### src/rtl/dma_responder.sv
// Two independent DMA engines: the read side streams memory words into a show-ahead
// FIFO, and the write side drains a FIFO of pushed words into memory.
module dma_responder #(
  parameter int DATA_WIDTH = 32,
  parameter int ADDR_WIDTH = 32,
  parameter int SIZE_WIDTH = 16,
  parameter int FIFO_DEPTH = 16
) (
  input  logic                  clk,
  input  logic                  rst_n,
  input  logic                  rd_go,
  input  logic [ADDR_WIDTH-1:0] rd_addr,
  input  logic [SIZE_WIDTH-1:0] rd_size,
  input  logic                  rd_en,
  output logic [DATA_WIDTH-1:0] rd_data,
  output logic                  empty,
  output logic                  rd_done,
  input  logic                  wr_go,
  input  logic [ADDR_WIDTH-1:0] wr_addr,
  input  logic [SIZE_WIDTH-1:0] wr_size,
  input  logic                  wr_en,
  input  logic [DATA_WIDTH-1:0] wr_data,
  output logic                  full,
  output logic                  wr_done,
  output logic                  mem_rd_req,
  output logic [ADDR_WIDTH-1:0] mem_rd_addr,
  input  logic                  mem_rd_ack,
  input  logic [DATA_WIDTH-1:0] mem_rd_data,
  output logic                  mem_wr_req,
  output logic [ADDR_WIDTH-1:0] mem_wr_addr,
  output logic [DATA_WIDTH-1:0] mem_wr_data,
  input  logic                  mem_wr_ack
);

  localparam int PTR_W = (FIFO_DEPTH > 1) ? $clog2(FIFO_DEPTH) : 1;
  localparam int CNT_W = PTR_W + 1;
  localparam logic [CNT_W-1:0]      DEPTH_C = CNT_W'(FIFO_DEPTH);
  localparam logic [ADDR_WIDTH-1:0] STRIDE  = ADDR_WIDTH'(DATA_WIDTH / 8);
  localparam logic [SIZE_WIDTH-1:0] ONE     = SIZE_WIDTH'(1);

  typedef enum logic [1:0] {R_IDLE, R_FETCH, R_DRAIN} rd_state_t;
  typedef enum logic       {W_IDLE, W_ACTIVE}         wr_state_t;

  // ---------------------------------------------------------------- read side
  rd_state_t             rd_state;
  logic [SIZE_WIDTH-1:0] rd_remain;
  logic [DATA_WIDTH-1:0] rd_mem [FIFO_DEPTH];
  logic [PTR_W-1:0]      rd_wp;
  logic [PTR_W-1:0]      rd_rp;
  logic [CNT_W-1:0]      rd_cnt;
  logic                  rd_push;
  logic                  rd_pop;

  // Request only with a guaranteed landing slot; a pending request cannot lose
  // its slot because only its own ack can fill the FIFO.
  assign mem_rd_req = (rd_state == R_FETCH) && (rd_cnt != DEPTH_C);
  assign rd_push    = mem_rd_req && mem_rd_ack;
  assign rd_pop     = rd_en && (rd_cnt != '0);
  assign empty      = (rd_cnt == '0);
  assign rd_data    = empty ? '0 : rd_mem[rd_rp];

  always_ff @(posedge clk) begin
    if (rd_push) rd_mem[rd_wp] <= mem_rd_data;
  end

  always_ff @(posedge clk or negedge rst_n) begin
    if (!rst_n) begin
      rd_wp  <= '0;
      rd_rp  <= '0;
      rd_cnt <= '0;
    end else begin
      if (rd_push) rd_wp <= rd_wp + PTR_W'(1);
      if (rd_pop)  rd_rp <= rd_rp + PTR_W'(1);
      case ({rd_push, rd_pop})
        2'b10:   rd_cnt <= rd_cnt + CNT_W'(1);
        2'b01:   rd_cnt <= rd_cnt - CNT_W'(1);
        default: rd_cnt <= rd_cnt;
      endcase
    end
  end

  always_ff @(posedge clk or negedge rst_n) begin
    if (!rst_n) begin
      rd_state    <= R_IDLE;
      rd_remain   <= '0;
      mem_rd_addr <= '0;
      rd_done     <= 1'b0;
    end else begin
      case (rd_state)
        R_IDLE: begin
          if (rd_go) begin
            mem_rd_addr <= rd_addr;
            rd_remain   <= rd_size;
            rd_done     <= 1'b0;
            rd_state    <= (rd_size == '0) ? R_DRAIN : R_FETCH;
          end
        end
        R_FETCH: begin
          if (rd_push) begin
            mem_rd_addr <= mem_rd_addr + STRIDE;
            rd_remain   <= rd_remain - ONE;
            if (rd_remain == ONE) rd_state <= R_DRAIN;
          end
        end
        R_DRAIN: begin
          // Completion means the consumer has taken every word, not just fetched.
          if (rd_cnt == '0) begin
            rd_done  <= 1'b1;
            rd_state <= R_IDLE;
          end
        end
        default: rd_state <= R_IDLE;
      endcase
    end
  end

  // --------------------------------------------------------------- write side
  wr_state_t             wr_state;
  logic [SIZE_WIDTH-1:0] wr_len;
  logic [SIZE_WIDTH-1:0] wr_accepted;
  logic [SIZE_WIDTH-1:0] wr_acked;
  logic [DATA_WIDTH-1:0] wr_mem [FIFO_DEPTH];
  logic [PTR_W-1:0]      wr_wp;
  logic [PTR_W-1:0]      wr_rp;
  logic [CNT_W-1:0]      wr_cnt;
  logic                  wr_push;
  logic                  wr_pop;

  assign full        = (wr_cnt == DEPTH_C);
  assign wr_push     = wr_en && (wr_state == W_ACTIVE) && !full && (wr_accepted < wr_len);
  assign mem_wr_req  = (wr_cnt != '0);
  assign wr_pop      = mem_wr_req && mem_wr_ack;
  assign mem_wr_data = mem_wr_req ? wr_mem[wr_rp] : '0;

  always_ff @(posedge clk) begin
    if (wr_push) wr_mem[wr_wp] <= wr_data;
  end

  always_ff @(posedge clk or negedge rst_n) begin
    if (!rst_n) begin
      wr_wp  <= '0;
      wr_rp  <= '0;
      wr_cnt <= '0;
    end else begin
      if (wr_push) wr_wp <= wr_wp + PTR_W'(1);
      if (wr_pop)  wr_rp <= wr_rp + PTR_W'(1);
      case ({wr_push, wr_pop})
        2'b10:   wr_cnt <= wr_cnt + CNT_W'(1);
        2'b01:   wr_cnt <= wr_cnt - CNT_W'(1);
        default: wr_cnt <= wr_cnt;
      endcase
    end
  end

  always_ff @(posedge clk or negedge rst_n) begin
    if (!rst_n) begin
      wr_state    <= W_IDLE;
      wr_len      <= '0;
      wr_accepted <= '0;
      wr_acked    <= '0;
      mem_wr_addr <= '0;
      wr_done     <= 1'b0;
    end else begin
      case (wr_state)
        W_IDLE: begin
          if (wr_go) begin
            mem_wr_addr <= wr_addr;
            wr_len      <= wr_size;
            wr_accepted <= '0;
            wr_acked    <= '0;
            // A zero-length transfer completes without ever leaving idle.
            wr_done     <= (wr_size == '0);
            wr_state    <= (wr_size == '0) ? W_IDLE : W_ACTIVE;
          end
        end
        W_ACTIVE: begin
          if (wr_push) wr_accepted <= wr_accepted + ONE;
          if (wr_pop) begin
            mem_wr_addr <= mem_wr_addr + STRIDE;
            wr_acked    <= wr_acked + ONE;
            if (wr_acked == wr_len - ONE) begin
              wr_done  <= 1'b1;
              wr_state <= W_IDLE;
            end
          end
        end
        default: wr_state <= W_IDLE;
      endcase
    end
  end

endmodule

### config.mk
export PLATFORM = sky130hd
export DESIGN_NAME = dma_responder
export DESIGN_NICKNAME = d
export VERILOG_FILES = /design/src/rtl/dma_responder.sv
export SDC_FILE = /design/constraint.sdc
export NUM_CORES = 2
export LEC_CHECK = 0
export CORE_MARGIN = 1
export CORE_UTILIZATION = 25
export CTS_BUF_LIST = sky130_fd_sc_hd__clkbuf_8
export CTS_CLUSTER_SIZE = 8
export DETAILED_ROUTE_END_ITERATION = 8
export PLACE_DENSITY = 0.53
export SYNTH_ARGS = -nofsm -noshare
export SYNTH_HDL_FRONTEND = slang
export SYNTH_SLANG_ARGS = --single-unit
### constraint.sdc
create_clock -name clk -period 4.7 [get_ports clk]
set_input_delay 1.41 -clock clk [delete_from_list [all_inputs] [get_ports clk]]
set_output_delay 1.41 -clock clk [all_outputs]
set_load 0.02 [all_outputs]
* Word level (Yosys, flattened, before mapping)
Memory sizes are Yosys's and may differ from the RTL's.
Cells that the tools add are included.
Widths: inputs -> output; s select.
** Word-level totals
- Register bits after elaboration :: 159
- Bits in writable memories :: 1024
- Input port bits :: 168
- Output and inout port bits :: 134
- Logic and storage cells :: 117
- Memories :: 2
** Operators by class
- Add/subtract/negate cells :: 14
- Order comparisons :: 1
- Equality and inequality tests :: 18
- Muxes and demuxes :: 40
- Bitwise gates (word level) :: 1
- Reductions and logical operators :: 25
** Memories
- rd_mem :: words 16, width 32, read ports 1, clocked after memory_dff 0, write ports 1, RTL line 47 : logic [DATA_WIDTH-1:0] rd_mem [FIFO_DEPTH];
- wr_mem :: words 16, width 32, read ports 1, clocked after memory_dff 0, write ports 1, RTL line 122 : logic [DATA_WIDTH-1:0] wr_mem [FIFO_DEPTH];
** Operator list (number)
- $mux 32 :: 6
- $pmux 32 s2 :: 2
- $pmux 16 s2 :: 3
- $mux 16 :: 5
- $add 32x3->32 const B :: 2
- $add 16x1->16 const B :: 2
- $logic_not 16->1 :: 2
- $sub 16x1->16 const B :: 2
- $pmux 5 s2 :: 2
- $add 4x1->4 const B :: 4
- $eq 16x1->1 const B :: 1
- $eq 16x16->1 :: 1
- $lt 16x16->1 :: 1
- $mux 1 :: 13
- $add 5x1->5 const B :: 2
- $mux 2 :: 5
- $reduce_bool 5->1 :: 2
- $sub 5x1->5 const B :: 2
- $reduce_and 3->1 :: 3
- $ne 2x1->1 const B :: 4
- $ne 2x2->1 const B :: 4
- $reduce_bool 2->1 :: 4
- $logic_and 1x1->1 :: 7
- $eq 2x1->1 const B :: 3
- 11 further kinds :: 17

* Logic depth before layout (Yosys ltp)
- Depth in word-level cells :: 6
- Gate-level depth with buffers :: 19
- Depth with buffers taken out :: 16

* Worst setup path before layout
No wires, ideal clock.
- Path kind :: input-to-reg
- From :: in wr_en
- To :: mem wr_mem[3][0], enable pin
- Library setup time :: 0.461 ns
- Data arrival time :: 4.707 ns
- Required time :: 4.239 ns
- Slack :: -0.468 ns
- Stages :: 6
- Buffers on the path :: 1
- Cell sequence :: nand2_1 > a2111o_1 > a211oi_4 > clkbuf_1 > nand2_1 > nor3_1
** Between the ends
- Cells in the longest elaborated chain, start to end :: 5
** Ends and longest elaborated chain
- start, declared :: RTL line 21 : input logic wr_en,
- $logic_and 1x1->1 (3 in series) :: RTL line 130 : assign wr_push = wr_en && (wr_state == W_ACTIVE) && !full && (wr_accepted < wr_len);
- $mux 1 :: RTL line 136 : if (wr_push) wr_mem[wr_wp] <= wr_data;
- $mux 1 (not written as such) :: RTL line 136
- end, declared :: RTL line 122
Every way passes these cells.

* Final worst setup path
- From :: reg rd_rp[0]
- To :: out rd_data[25]
** Between the ends
- Cells in the longest elaborated chain, start to end :: 2
** Ends and longest elaborated chain
- start, declared :: RTL line 49 : logic [PTR_W-1:0] rd_rp;
- start signal, assigned :: RTL line 73 : if (rd_pop) rd_rp <= rd_rp + PTR_W'(1);
- $mem_v2 16x32
- $mux 32 :: RTL line 60 : assign rd_data = empty ? '0 : rd_mem[rd_rp];
- end, declared :: RTL line 15 : output logic [DATA_WIDTH-1:0] rd_data,
Every way passes these cells.

==> results.py <==
metrics = {
    "clock_network": {
        "worstSkewPairLatency_ns": 0.99,
        "cts.clk_slew.worst_paths_ns": 0.06,
        "clockBufferDepth": 3,
        "cts_tree": "built",
        "numCtsBuffers": 206,
        "cts_root_buffer": "clkbuf_8",
        "clock_sinks": 1183,
        "cts_htree_levels": 4,
    },
    "final_layout": {
        "utilization_pct": 31.8,
        "fillCellCount": 18649,
        "area_growth_pct": 26.3,
        "drive_above_1_share_pct": 27.7,
        "layout_commonest_cell": "edfxtp_1",
        "most-common-layout-cells": "1024 x edfxtp_1, 320 x mux4_2, 235 x clkdlybuf4s50_1, 208 x clkbuf_8, 151 x dfrtp_1",
        "final_nets": 3399,
    },
    "placement": {
        "gp_congestion": 0.779,
        "place_worst_setup_slack_ns": 0.409,
        "dp_hpwl_um": 74000,
        "port_buffers": 301,
    },
    "global_route": {
        "grt_busiest_layer": "met2",
        "grt_util_met2_pct": 22.3,
        "grt_pass1_vias": 27935,
        "grt_pass1_wl_um": 189000,
        "met1_usage_pct": 16.5,
        "met3_usage_pct": 2.79,
        "grt_usage_pct": 13.0,
        "grt_start_max_net_pins": 67,
        "overflow": 0,
        "antenna_found_initial": 11,
    },
    "power": {
        "p_int_mw": 24.9,
        "leakage_nw": 20.7,
        "pwr-share-comb_pct": 38.6,
        "p_switching_mw": 12.2,
        "clock_power_share_pct": 24.1,
        "total_power_mw": 37.1,
        "p_seq_share_pct": 37.3,
        "irDropWorstVdd_uv": 380,
        "swShare_pct": 32.9,
        "power_density_mw_per_mm2": 607,
    },
    "floorplanning": {
        "die_y_um": 442,
        "fp.dieArea_mm2": 0.195,
        "std_cell_rows": 161,
        "ios": 302,
        "coreArea_mm2": 0.192,
        "die_w_um": 442,
        "start_util_pct": 25.2,
    },
    "job": {
        "maxCapViolations": 0,
    },
    "routing": {
        "vias": 26819,
        "detail-route-antenna-nets": 0,
        "drtIter0Drc": 1829,
        "drt-total-wl_um": 129000,
        "drc": 0,
        "via_per_inst": 4.56,
        "first_pass_iters": 5,
        "avgRoutedWirePerCell_um": 22.0,
    },
    "timing": {
        "rsz0062_at_grt": "true",
        "finalSetupViolations": 0,
        "tightest_slew_ns": 1.05,
        "final_hold_viol_count": 0,
        "period_share_pct": 99.1,
        "fin_hold_ws_ns": 0.338,
        "fmax_mhz": 215,
        "fin_crit_ns": 4.66,
        "clock_skew_ns": 0.0875,
        "worst_slack_ns": 0.0415,
        "slew_headroom_pct": 29.2,
        "final_max_slew_viol_count": 0,
    },
    "setup_path": {
        "end_kind": "output pin",
        "worstPathMaxFanout": 8,
        "cp.required_ns": 3.29,
        "critPathLaunchType": "register",
        "crit_type": "register to output pin",
        "cp.arrival_ns": 3.25,
    },
    "yosys": {
        "syn-cell-area_mm2": 0.0484,
        "yosys_warnings": 0,
        "async_flop_share_pct": 13.4,
        "synth_area_per_cell_um2": 18.3,
        "synth-edff-count": 1024,
        "ys_types": 66,
        "netlist_instances": 2640,
        "synth_nets": 2849,
        "yosysSeqAreaShare_pct": 71.7,
        "synth_seq_cells": 1183,
        "synth_ff_type": "edfxtp_1",
    },
    "outcome": {
        "outcome": "completed",
    },
    "hold_path": {
        "hold_path.class": "primary input to async pin",
    },
}
-- what timing repair did --
action / CTS / global route
gates resized for setup: 418 / 70
hold buffers: 0 / 0
endpoints found under the setup margin: 65 / 48
gates cloned: 25 / 7
buffers inserted: 39 / 1
-- through the flow --
step	cell area [um2]	setup TNS, ns	cells
finish	61100	0	5880
global placement	55600	0	5439
floorplan	48400	0	2640
detailed placement	55600	0	5439
CTS	60800	-3.05	5870
global route	61100	-2.36	5880
-- sequential cells by signal, summed over array words and instances, names as in the netlist, 5 cells and up --
signal       flops
mem_rd_addr     32
mem_wr_addr     32
rd_cnt           5
rd_mem         512
rd_remain       16
wr_accepted     16
wr_acked        16
wr_cnt           5
wr_len          16
wr_mem         512
-- layout make-up --
class	count	area [um2]	area share (%)
diodes	5	12.5	0.0205
clock buffers	208	2860	4.68
clock inverters	159	1020	1.67
inverters	46	173	0.282
multi-input cells	1277	13300	21.8
flip-flops and latches	1183	34800	56.8
well taps	2526	3160	5.17
repair buffers	476	5850	9.57
-- Yosys cell counts (40+ instances only) --
cell | n | area [um2]
ha_1 | 40 | 500
clkbuf_1 | 95 | 357
a21oi_1 | 118 | 591
mux4_2 | 320 | 7210
nor2b_1 | 42 | 263
dfrtp_1 | 159 | 3980
nor2_1 | 86 | 323
o21ai_0 | 92 | 460
inv_1 | 44 | 165
and2_1 | 52 | 325
nand3_1 | 54 | 270
nand2_1 | 135 | 507
edfxtp_1 | 1024 | 30700
-- cell families (layout without fill, tap and decap cells) --
family | after synthesis | count (layout) | share of synthesized area [%]
compound gates | 333 | 333 | 4.18
xor+xnor | 56 | 56 | 1.01
buf+inv | 180 | 889 | 1.42
other cells | 0 | 5 | 0
mux | 333 | 333 | 15.2
flops | 1183 | 1183 | 71.7
fa+ha+maj | 41 | 41 | 1.08
simple gates | 514 | 514 | 5.40
-- metal layers --
metal  vias up  routed length, um  part of all wire (%)
met5         -                 82                 0.063
met4        12               2670                   2.1
met3       196               6320                   4.9
met2       715              65700                    51
met1     14035              54700                    42
li1      11861                  -                     -
-- power by group through the flow --
stage,sequential [mW],combinational [mW],clock [mW]
2_1_floorplan,13.8,7.50,0
3_3_place_gp,14.0,12.4,0
3_5_place_dp,14.1,12.4,0
4_1_cts,13.8,14.1,9.28
5_1_grt,14.0,15.3,9.71
6_report,13.8,14.3,8.96
-- worst paths after layout --
| kind | from | endpoint | slack [ns] | cells past startpoint |
|---|---|---|---|---|
| max in group asynchronous | rst_n | mem_wr_addr[16] | 3.39 | 2 |
| min in group clk | mem_wr_addr[0] | mem_wr_addr[0] | 0.48 | 2 |
| worst min-delay path | rst_n | mem_rd_addr[13] | 0.34 | 1 |
| worst max register to register | wr_len[13] | wr_cnt[4] | 1.07 | 16 |
| worst min register to register | mem_wr_addr[0] | mem_wr_addr[0] | 0.48 | 2 |
| worst max-delay path | rd_rp[0] | rd_data[25] | 0.04 | 6 |
-- critical path: stages, from the launching register on --
cell and delay [ns]:
dfrtp_4 0.57, buf_6 0.18, buf_16 0.13, mux4_2 0.50
mux4_2 0.56, nor2b_1 0.17, buf_2 0.18
(Power assumes the default switching activity.)
